**src/rtl/mem_port_arbiter_if.sv**
```systemverilog
// Signal bundle between the core's fetch and load/store ports, the arbiter and the RAM.
// The arbiter uses the slave view; the core/RAM side uses the master view.
interface mem_port_arbiter_if #(
    parameter int dataW = 32,
    parameter int AddrW = 32
);
    logic             IFReq;
    logic [AddrW-1:0] IFAddr;
    logic             IFAck;
    logic [dataW-1:0] IFData;
    logic             IFErr;

    logic             LSReq;
    logic [AddrW-1:0] LSAddr;
    logic             LSWrite;
    logic [1:0]       LSSize;
    logic             LSUnsigned;
    logic [dataW-1:0] LSWData;
    logic             LSAck;
    logic [dataW-1:0] LSRData;
    logic             LSErr;

    logic [AddrW-1:0] RAMAddr;
    logic [dataW-1:0] RAMDataIn;
    logic             RAMWriteControl;
    logic [dataW-1:0] RAMOut;
    logic             Busy;

    modport slave (
        input  IFReq, IFAddr, LSReq, LSAddr, LSWrite, LSSize, LSUnsigned, LSWData, RAMOut,
        output IFAck, IFData, IFErr, LSAck, LSRData, LSErr,
        output RAMAddr, RAMDataIn, RAMWriteControl, Busy
    );

    modport master (
        output IFReq, IFAddr, LSReq, LSAddr, LSWrite, LSSize, LSUnsigned, LSWData, RAMOut,
        input  IFAck, IFData, IFErr, LSAck, LSRData, LSErr,
        input  RAMAddr, RAMDataIn, RAMWriteControl, Busy
    );
endinterface

```
**src/rtl/mem_port_arbiter.sv**
```systemverilog
// Shares a single-port word RAM between instruction fetch and load/store, with
// sub-word load extraction, read-modify-write stores and alignment checking.
module mem_port_arbiter #(
    parameter int dataW        = 32,
    parameter int AddrW        = 32,
    parameter int MaxDataBurst = 4
) (
    input logic               clock,
    input logic               nReset,
    mem_port_arbiter_if.slave bus
);
    typedef enum logic [1:0] {IDLE, ACCESS, MERGE_WR} state_t;

    localparam logic [1:0] SZ_BYTE   = 2'b00;
    localparam logic [1:0] SZ_HALF   = 2'b01;
    localparam logic [1:0] SZ_WORD   = 2'b10;
    localparam logic [3:0] MAX_BURST = 4'(MaxDataBurst);

    state_t           state;
    logic [3:0]       burst_cnt;
    logic             lat_is_if;
    logic             lat_write;
    logic             lat_unsigned;
    logic             lat_err;
    logic [1:0]       lat_size;
    logic [1:0]       lat_lane;
    logic [dataW-1:0] lat_wdata;

    logic             grant_if;
    logic             grant_ls;
    logic [AddrW-1:0] sel_addr;
    logic             sel_err;
    logic             word_store;

    function automatic logic misaligned(input logic [1:0] size, input logic [1:0] lane);
        case (size)
            SZ_BYTE: return 1'b0;
            SZ_HALF: return lane[0];
            SZ_WORD: return lane != 2'b00;
            default: return 1'b1;
        endcase
    endfunction

    function automatic logic [dataW-1:0] extract_load(input logic [dataW-1:0] word,
                                                      input logic [1:0] size,
                                                      input logic [1:0] lane,
                                                      input logic       uns);
        logic [7:0]  b;
        logic [15:0] h;
        b = word[{lane, 3'b000} +: 8];
        h = lane[1] ? word[31:16] : word[15:0];
        case (size)
            SZ_BYTE: return {{(dataW-8){b[7] & ~uns}}, b};
            SZ_HALF: return {{(dataW-16){h[15] & ~uns}}, h};
            default: return word;
        endcase
    endfunction

    function automatic logic [dataW-1:0] merge_lane(input logic [dataW-1:0] word,
                                                    input logic [dataW-1:0] wdata,
                                                    input logic [1:0]       size,
                                                    input logic [1:0]       lane);
        logic [dataW-1:0] m;
        m = word;
        if (size == SZ_BYTE)  m[{lane, 3'b000} +: 8] = wdata[7:0];
        else if (lane[1])     m[31:16] = wdata[15:0];
        else                  m[15:0]  = wdata[15:0];
        return m;
    endfunction

    // An acked port is ignored for one cycle, but a raw LSReq still holds IF back
    // unless the burst limit has been reached.
    always_comb begin
        grant_if   = bus.IFReq && !bus.IFAck && ((burst_cnt >= MAX_BURST) || !bus.LSReq);
        grant_ls   = bus.LSReq && !bus.LSAck && !grant_if;
        sel_addr   = grant_if ? bus.IFAddr : bus.LSAddr;
        sel_err    = grant_if ? (bus.IFAddr[1:0] != 2'b00) : misaligned(bus.LSSize, bus.LSAddr[1:0]);
        word_store = grant_ls && bus.LSWrite && (bus.LSSize == SZ_WORD) && !sel_err;
    end

    assign bus.Busy = (state != IDLE);

    // NOTE: every register here, including outputs, is updated with <= so all of
    // them see pre-edge values; the async reset also drops RAMWriteControl at once.
    always_ff @(posedge clock or negedge nReset) begin
        if (!nReset) begin
            state               <= IDLE;
            burst_cnt           <= '0;
            lat_is_if           <= 1'b0;
            lat_write           <= 1'b0;
            lat_unsigned        <= 1'b0;
            lat_err             <= 1'b0;
            lat_size            <= '0;
            lat_lane            <= '0;
            lat_wdata           <= '0;
            bus.IFAck           <= 1'b0;
            bus.IFData          <= '0;
            bus.IFErr           <= 1'b0;
            bus.LSAck           <= 1'b0;
            bus.LSRData         <= '0;
            bus.LSErr           <= 1'b0;
            bus.RAMAddr         <= '0;
            bus.RAMDataIn       <= '0;
            bus.RAMWriteControl <= 1'b0;
        end else begin
            bus.IFAck <= 1'b0;
            bus.IFErr <= 1'b0;
            bus.LSAck <= 1'b0;
            bus.LSErr <= 1'b0;
            case (state)
                IDLE: begin
                    if (grant_if || grant_ls) begin
                        state               <= ACCESS;
                        lat_is_if           <= grant_if;
                        lat_write           <= grant_ls && bus.LSWrite;
                        lat_size            <= grant_if ? SZ_WORD : bus.LSSize;
                        lat_lane            <= sel_addr[1:0];
                        lat_unsigned        <= bus.LSUnsigned;
                        lat_wdata           <= bus.LSWData;
                        lat_err             <= sel_err;
                        bus.RAMAddr         <= {sel_addr[AddrW-1:2], 2'b00};
                        bus.RAMWriteControl <= word_store;
                        bus.RAMDataIn       <= word_store ? bus.LSWData : '0;
                    end
                    if (grant_if)
                        burst_cnt <= '0;
                    else if (grant_ls && bus.IFReq && burst_cnt != 4'hF)
                        burst_cnt <= burst_cnt + 4'd1;
                end
                ACCESS: begin
                    if (lat_write && !lat_err && lat_size != SZ_WORD) begin
                        state               <= MERGE_WR;
                        bus.RAMWriteControl <= 1'b1;
                        bus.RAMDataIn       <= merge_lane(bus.RAMOut, lat_wdata, lat_size, lat_lane);
                    end else begin
                        state               <= IDLE;
                        bus.RAMAddr         <= '0;
                        bus.RAMDataIn       <= '0;
                        bus.RAMWriteControl <= 1'b0;
                        if (lat_is_if) begin
                            bus.IFAck  <= 1'b1;
                            bus.IFErr  <= lat_err;
                            bus.IFData <= lat_err ? '0 : bus.RAMOut;
                        end else begin
                            bus.LSAck   <= 1'b1;
                            bus.LSErr   <= lat_err;
                            bus.LSRData <= (lat_err || lat_write) ? '0
                                         : extract_load(bus.RAMOut, lat_size, lat_lane, lat_unsigned);
                        end
                    end
                end
                MERGE_WR: begin
                    state               <= IDLE;
                    bus.RAMAddr         <= '0;
                    bus.RAMDataIn       <= '0;
                    bus.RAMWriteControl <= 1'b0;
                    bus.LSAck           <= 1'b1;
                    bus.LSRData         <= '0;
                end
                default: state <= IDLE;
            endcase
        end
    end
endmodule

```
**src/flat_wrapper.sv**
```systemverilog
// flat-port wrapper written by rule: the top's interface ports become plain ports
module mem_port_arbiter_flat 
#(
    parameter int dataW        = 32,
    parameter int AddrW        = 32,
    parameter int MaxDataBurst = 4
)
  (clock, nReset, bus_IFReq, bus_IFAddr, bus_LSReq, bus_LSAddr, bus_LSWrite, bus_LSSize, bus_LSUnsigned, bus_LSWData, bus_RAMOut, bus_IFAck, bus_IFData, bus_IFErr, bus_LSAck, bus_LSRData, bus_LSErr, bus_RAMAddr, bus_RAMDataIn, bus_RAMWriteControl, bus_Busy);
  mem_port_arbiter_if #(.dataW(dataW), .AddrW(AddrW)) bus_i ();
  input logic clock;
  input logic nReset;
  input wire logic [$bits(bus_i.IFReq)-1:0] bus_IFReq;
  input wire logic [$bits(bus_i.IFAddr)-1:0] bus_IFAddr;
  input wire logic [$bits(bus_i.LSReq)-1:0] bus_LSReq;
  input wire logic [$bits(bus_i.LSAddr)-1:0] bus_LSAddr;
  input wire logic [$bits(bus_i.LSWrite)-1:0] bus_LSWrite;
  input wire logic [$bits(bus_i.LSSize)-1:0] bus_LSSize;
  input wire logic [$bits(bus_i.LSUnsigned)-1:0] bus_LSUnsigned;
  input wire logic [$bits(bus_i.LSWData)-1:0] bus_LSWData;
  input wire logic [$bits(bus_i.RAMOut)-1:0] bus_RAMOut;
  output wire logic [$bits(bus_i.IFAck)-1:0] bus_IFAck;
  output wire logic [$bits(bus_i.IFData)-1:0] bus_IFData;
  output wire logic [$bits(bus_i.IFErr)-1:0] bus_IFErr;
  output wire logic [$bits(bus_i.LSAck)-1:0] bus_LSAck;
  output wire logic [$bits(bus_i.LSRData)-1:0] bus_LSRData;
  output wire logic [$bits(bus_i.LSErr)-1:0] bus_LSErr;
  output wire logic [$bits(bus_i.RAMAddr)-1:0] bus_RAMAddr;
  output wire logic [$bits(bus_i.RAMDataIn)-1:0] bus_RAMDataIn;
  output wire logic [$bits(bus_i.RAMWriteControl)-1:0] bus_RAMWriteControl;
  output wire logic [$bits(bus_i.Busy)-1:0] bus_Busy;
  assign bus_i.IFReq = bus_IFReq;
  assign bus_i.IFAddr = bus_IFAddr;
  assign bus_i.LSReq = bus_LSReq;
  assign bus_i.LSAddr = bus_LSAddr;
  assign bus_i.LSWrite = bus_LSWrite;
  assign bus_i.LSSize = bus_LSSize;
  assign bus_i.LSUnsigned = bus_LSUnsigned;
  assign bus_i.LSWData = bus_LSWData;
  assign bus_i.RAMOut = bus_RAMOut;
  assign bus_IFAck = bus_i.IFAck;
  assign bus_IFData = bus_i.IFData;
  assign bus_IFErr = bus_i.IFErr;
  assign bus_LSAck = bus_i.LSAck;
  assign bus_LSRData = bus_i.LSRData;
  assign bus_LSErr = bus_i.LSErr;
  assign bus_RAMAddr = bus_i.RAMAddr;
  assign bus_RAMDataIn = bus_i.RAMDataIn;
  assign bus_RAMWriteControl = bus_i.RAMWriteControl;
  assign bus_Busy = bus_i.Busy;
  mem_port_arbiter #(.dataW(dataW), .AddrW(AddrW), .MaxDataBurst(MaxDataBurst)) u_core (.clock(clock), .nReset(nReset), .bus(bus_i));
endmodule
```
**config.mk**
```make
export PLATFORM = sky130hd
export DESIGN_NAME = mem_port_arbiter_flat
export DESIGN_NICKNAME = d
export VERILOG_FILES = /design/src/rtl/mem_port_arbiter_if.sv /design/src/rtl/mem_port_arbiter.sv /design/src/flat_wrapper.sv
export SDC_FILE = /design/constraint.sdc
export NUM_CORES = 1
export LEC_CHECK = 0
export CAP_MARGIN = 0
export CORE_ASPECT_RATIO = 1.4
export CORE_MARGIN = 3
export CORE_UTILIZATION = 48
export CTS_CLUSTER_SIZE = 24
export DETAILED_ROUTE_END_ITERATION = 10
export PLACE_DENSITY = 0.89
export REMOVE_ABC_BUFFERS = 1
export SYNTH_ARGS = -nofsm -noshare
export SYNTH_HDL_FRONTEND = slang
export SYNTH_SLANG_ARGS = --single-unit
export TNS_END_PERCENT = 1
```
**constraint.sdc**
```tcl
create_clock -name clock -period 2.9 [get_ports clock]
set_input_delay 0.435 -clock clock [delete_from_list [all_inputs] [get_ports clock]]
set_output_delay 0.435 -clock clock [all_outputs]
set_load 0.01 [all_outputs]
```
### After elaboration in Yosys (flattened, before gate mapping)

Index checks and enable logic that the tools add are counted.

* memories kept: 0
* RAM bits: 0
* latch bits: 0
* flip-flop bits (word level): 163
* ROM bits: 0
* output and inout port bits: 134

* order comparisons: 1
* equal/unequal tests: 10
* add/sub/neg operators: 2
* multiplexer cells: 42
* shifts and indexed selects: 3
* multipliers: 0
* bitwise logic cells: 4
* reduce and logical (&&, ||, !) cells: 35
* divide/modulo/power cells: 0

Operator list (count)
* 32-bit two-way mux: 11
* 32-bit case mux with 3 select lines: 2
* 32-bit case mux with 2 select lines: 2
* 16-bit two-way mux: 3
* 32-bit bitwise mux: 1
* 8-bit by 7-bit variable shift with 32-bit output, first input constant: 1
* 32-bit by 6-bit variable part select with 8-bit output: 1
* 8-bit by 7-bit variable part select with 32-bit output: 1
* 1-bit two-way mux: 14
* 1-bit logical AND: 11
* 2-bit nonzero test: 5
* 3-bit AND reduction: 3
* 4-bit two-way mux: 2
* 5-bit negation with 7-bit output: 1
* 2-bit by 1-bit == test with 1-bit output, second input constant: 3
* 1-bit zero test: 6
* 2-bit zero test: 3
* 2-bit two-way mux: 3
* 2-bit inequality test, second input constant: 3
* 1-bit case mux with 3 select lines: 2
* 2-bit AND reduction: 3
* 4-bit by 1-bit adder with 4-bit output, second input constant: 1
* 2-bit == test, second input constant: 2
* 4-bit by 3-bit greater-or-equal comparator with 1-bit output, second input constant: 1
* other kinds (8): 12

### Longest topological paths before layout

* depth after elaboration: 11
* mapped depth: 9
* gate-level depth less buffers: 6

### Worst setup path after synthesis

OpenSTA, ideal clock, no wires.

* path type: register to register
* start point: register u_core.lat_lane[1]
* end point: register u_core.bus.RAMDataIn[8]
* arrival: 2.022 ns
* clock period less this slack: 2.156 ns
* setup time: 0.134 ns
* required time: 2.766 ns
* cell stages (with the launch flop): 10
* buffers on the path: 3
* slack: 0.744 ns
* cells stage by stage: dfrtp_1 buf_2 buf_2 inv_1 ha_1 and4b_1 buf_1 a221o_1 a32oi_1 o21ai_0

* longest elaborated chain between the ends: 6
* elaborated cells between the ends (all ways): 8
* those cells by class: add/sub (1); shift (2); mux (5)

Ends and longest elaborated chain
* start, declared: RTL line mem_port_arbiter.sv:26 `logic [1:0] lat_lane;`
* start signal, assigned: RTL line mem_port_arbiter.sv:117 `lat_lane <= sel_addr[1:0];`
* 5-bit negation with 7-bit output: RTL line mem_port_arbiter.sv:65 `if (size == SZ_BYTE) m[{lane, 3'b000} +: 8] = wdata[7:0];`
* 8-bit by 7-bit variable part select with 32-bit output or 8-bit by 7-bit variable shift with 32-bit output (tied branches): RTL line mem_port_arbiter.sv:65
* 32-bit bitwise mux: RTL line mem_port_arbiter.sv:65
* 32-bit two-way mux (*): RTL line mem_port_arbiter.sv:65
* 32-bit two-way mux (*): RTL line mem_port_arbiter.sv:131 `if (lat_write && !lat_err && lat_size != SZ_WORD) begin`
* 32-bit case mux with 3 select lines (*): RTL line mem_port_arbiter.sv:110 `case (state)`
* end signal, assigned: RTL line mem_port_arbiter.sv:123 `bus.RAMDataIn <= word_store ? bus.LSWData : '0;`
* end signal, assigned: RTL line mem_port_arbiter.sv:134 `bus.RAMDataIn <= merge_lane(bus.RAMOut, lat_wdata, lat_size, lat_lane);`
* end, declared: RTL line mem_port_arbiter_if.sv:32 `output RAMAddr, RAMDataIn, RAMWriteControl, Busy`

Mark *: on every way between the ends. The rest lies on a longest branch, timed or not.
A chain may end at the register's enable or synchronous reset.

### Worst setup path in the final report

* start point: register u_core.state[0]
* end point: output bus_Busy

* longest elaborated chain between the ends: 1

Ends and longest elaborated chain
* start, declared: RTL line mem_port_arbiter.sv:19 `state_t state;`
* start signal, assigned: RTL line mem_port_arbiter.sv:87 `state <= IDLE;`
* start signal, assigned: RTL line mem_port_arbiter.sv:113 `state <= ACCESS;`
* start signal, assigned: RTL line mem_port_arbiter.sv:132 `state <= MERGE_WR;`
* 2-bit nonzero test: RTL line mem_port_arbiter.sv:81 `assign bus.Busy = (state != IDLE);`
* end, declared: RTL line flat_wrapper.sv:30 `output wire logic [$bits(bus_i.Busy)-1:0] bus_Busy;`

No other way between the ends.

==> impl_metrics.yaml <==
outcome:
  run_status: "complete, no violations"
synth:
  ys_types: 57
  synthesis.area_um2: 8790
  yosysTopAreaCell: "dfrtp_1"
  ys.flop_type: "dfrtp_1"
  netlist.area_leader.share_pct: 45.9
  ys_warn_count: 0
  synth-xor-area-share_pct: 0.299
  synth_edf_count: 0
  avgSynthCellArea_um2: 10.2
  synth_top_family_by_area: "compound AO/OA/AOI/OAI gates"
  synth-simple-area-share_pct: 12.5
  ys_ff_latch: 161
  synth.mux.area_fraction_pct: 11.1
  ys_seq_area_share_pct: 45.9
  synth-compound-area-share_pct: 23.2
  postSynthCellCount: 862
  synthTopCellsByArea: "dfrtp_1 (46%), mux2i_1 (5.7%), o31ai_1 (4.6%)"
  synth-adder-area-share_pct: 1.42
  async_flop_share_pct: 100
placed_design:
  dp.cells: 1318
  dp_slack_ns: 0.346
  hpwlAfterDp_mm: 20.7
  numPortBuffers: 267
  dpl_cell_area_um2: 11700
  gp_congestion: 0.881
route:
  drc: 0
  first_iter_violations: 643
  ant_nets: 0
  route.vias.total: 8131
  drtPass1Iterations: 6
  viasPerCell: 6.01
  drt-total-wl_mm: 28.8
  wl_per_cell_um: 21.3
clocking:
  clockBufferDepth: 2
  cts-root-buf: "clkbuf_16"
  path_clk_slew_ns: 0.07
  cts_htree_levels: 4
  numCtsBuffers: 17
  cts_resized: 0
  clkSinkCount: 161
  cts_tree: "yes"
  clk_latency_ns: 0.43
timing:
  slew_violations: 0
  final-hold-violation-count: 0
  rsz0062_at_grt: "false"
  tns_ns: 0
  period_minus_slack_ns: 2.53
  fin_skew_ns: 0.00822
  slew_headroom_pct: 53.6
  worstMarginPinSlew_ns: 0.694
  setup_viol_count_final: 0
  fmax_ghz: 0.396
  timing.hold.ws_ns: 0.477
  fin_crit_sh_pct: 87.2
  setup_ws_ns: 0.372
job:
  maxCapViolCount: 0
worst_setup_path:
  crit_top_cell: "inv_1"
  critPathTopFamily: "buffers and inverters"
  crit_cells: 4
  worstPathRequired_ns: 2.47
  critPathKind: "flop to output pin"
  cp_max_fo: 12
  r2r_cells: 6
  crit_path_end_kind: "output pin"
  critical-path-max-stage-delay_ns: 0.52
  cp.arrival_ns: 2.09
  cpMaxStageDelayCell: "clkdlybuf4s50_1"
  crit_buf_inv: 3
  crit_chain: "inv_1, ha_1, inv_1, clkdlybuf4s50_1"
  cp-start-kind: "flop"
global_routing:
  grt_usage_pct: 28.6
  grt-ovfl-total: 0
  grt_pass1_vias: 8331
  grt_max_degree: 86
  grt_pass1_wl_mm: 45.3
  antenna_found_initial: 2
die:
  fp-row-count: 57
  die_w_um: 120
  core_area_um2: 17700
  initial_core_util_pct: 49.7
  dieArea_um2: 20000
  num_io_pins: 270
  die_y_um: 166
pwr:
  p_sw_share_pct: 39.2
  leakage_nw: 5.22
  p_seq_share_pct: 30.5
  ir_drop_uv: 934
  powerDensity_nw_per_um2: 988
  p_int_mw: 7.38
  switchingPower_mw: 4.76
  clock_power_share_pct: 19.6
  combPwrFrac_pct: 49.9
finish:
  seqCellArea_um2: 4030
  area_delta_synth_final_pct: 39.9
  layout.cells.non_filler: 1353
  drive_gt1_share_pct: 10.5
  fill_cells: 1350
  fin_nets: 1248
  multi_input_area_um2: 4300
  final_area_um2: 12300
hold_path:
  min_path_cells: 2
  hold_class: "flop to flop"
-- per-stage QoR --
step / util (%) / total power, mW
floorplan: - / 6.85
global placement: 65.9 / 9.51
detailed placement: 65.9 / 9.73
CTS: 69.5 / 12.1
global route: 69.5 / 12.8
finish: 69.5 / 12.1
-- metal layers --
metal  GRT usage, %  share of wire [%]  vias up  wire (um)
met5              0                  0        -          0
met4           13.0                4.3        0       1230
met3           8.11                9.2       83       2640
met2           49.7                 51      466      14700
met1           32.5                 36     3929      10200
li1               -                  -     3653          -
-- power by group through the flow --
| stage | sequential [mW] | clock [mW] | combinational (mW) |
|---|---|---|---|
| after floorplan | 4.04 | 0 | 2.81 |
| after global placement | 3.68 | 0 | 5.83 |
| after detailed placement | 3.72 | 0 | 6.01 |
| after CTS | 3.69 | 2.40 | 6.05 |
| after global routing | 3.81 | 2.51 | 6.51 |
| final | 3.70 | 2.38 | 6.06 |
-- registers in the layout, summed over array words and instances, names as in the netlist --
name                        flops
u_core.bus.RAMAddr             30
u_core.bus.IFAck                1
u_core.lat_wdata               16
u_core.lat_err                  1
u_core.bus.LSErr                1
u_core.bus.RAMDataIn           32
u_core.lat_is_if                1
u_core.bus.IFData              32
u_core.bus.RAMWriteControl      1
u_core.lat_size                 2
u_core.lat_lane                 2
u_core.burst_cnt                4
u_core.bus.LSRData             32
u_core.state                    2
u_core.bus.IFErr                1
u_core.bus.LSAck                1
u_core.lat_unsigned             1
u_core.lat_write                1
-- tightest hold or removal path, stage by stage, from the launching register on --
cell	delay, ns
dfrtp_1	0.35
nand2_1	0.05
nand2_1	0.05
-- Yosys cell counts (2+ instances only) --
cell and n:
a32o_1 3, a221o_1 22, nor2b_1 10, a22o_1 16
a21o_1 9, clkbuf_1 37, dfrtp_1 161, xor2_1 3
nand2_1 81, or3b_2 6, and3_1 12, o21a_1 9
o21bai_1 2, a22oi_1 3, mux2_2 28, nor3b_1 13
buf_6 6, a21boi_0 2, o22ai_1 7, nand2b_1 39
ha_1 10, and4b_1 2, o2bb2ai_1 14, a221oi_1 8
nor2_1 27, buf_1 7, mux2i_1 50, a221oi_2 2
o211ai_1 3, mux4_2 7, o21ai_1 5, nor3_1 5
a32oi_1 15, o31ai_1 54, a21oi_1 36, and2_1 2
nand3_1 5, inv_1 26, buf_2 22, buf_4 6
or3_1 2, o21ai_0 70
-- worst paths after layout --
kind	end	slack, ns	startpoint
min in group asynchronous	u_core.bus.LSRData[25]$_DFFE_PN0P_	0.50	nReset
worst max-delay path	bus_Busy	0.37	u_core.state[0]$_DFFE_PN0P_
worst max register to register	u_core.bus.RAMDataIn[12]$_DFFE_PN0P_	0.59	u_core.lat_lane[1]$_DFFE_PN0P_
max in group asynchronous	u_core.bus.RAMAddr[9]$_DFFE_PN0P_	1.56	nReset
worst min-delay path	u_core.bus.RAMWriteControl$_DFFE_PN0P_	0.48	u_core.bus.RAMWriteControl$_DFFE_PN0P_
worst min register to register	u_core.bus.RAMWriteControl$_DFFE_PN0P_	0.48	u_core.bus.RAMWriteControl$_DFFE_PN0P_
-- cell families after synthesis --
| logic type | count (synthesis) |
|---|---|
| AO/OA/AOI/OAI | 286 |
| XOR/XNOR | 3 |
| adder cells (fa/ha/maj) | 10 |
| buffers and inverters | 104 |
| flip-flops | 161 |
| multiplexers | 85 |
| other | 1 |
| AND/OR/NAND/NOR | 212 |
-- layout by cell type (no fill, tap or decap), types with 10 or more instances in the layout --
| cell | Yosys | layout |
|---|---|---|
| clkbuf_16 | 0 | 17 |
| and3_1 | 12 | 12 |
| nand2b_1 | 39 | 39 |
| dfrtp_1 | 161 | 159 |
| mux2_2 | 28 | 28 |
| a21oi_1 | 36 | 36 |
| ha_1 | 10 | 10 |
| o21ai_0 | 70 | 70 |
| o2bb2ai_1 | 14 | 14 |
| a22o_1 | 16 | 16 |
| nor2_1 | 27 | 27 |
| clkdlybuf4s50_1 | 0 | 266 |
| a221o_1 | 22 | 22 |
| nand2_1 | 81 | 81 |
| a32oi_1 | 15 | 15 |
| nor2b_1 | 10 | 10 |
| buf_4 | 6 | 27 |
| o31ai_1 | 54 | 54 |
| inv_1 | 26 | 26 |
| mux2i_1 | 50 | 50 |
| nor3b_1 | 13 | 12 |
-- final cells by class --
type | instances | share of cell area (%)
multi-input cells | 598 | 35.0
well taps | 236 | 2.40
clock inverters | 14 | 1.53
clock buffers | 18 | 3.49
flip-flops and latches | 161 | 32.8
inverters | 26 | 0.794
repair buffers | 298 | 24.0
diodes | 2 | 0.0407
-- repair_timing --
item                      4_1_cts  5_1_grt
setup buffers                   0        0
hold buffers                    1        0
hold endpoints to repair       39        0
Power figures use the tool's default switching activity.
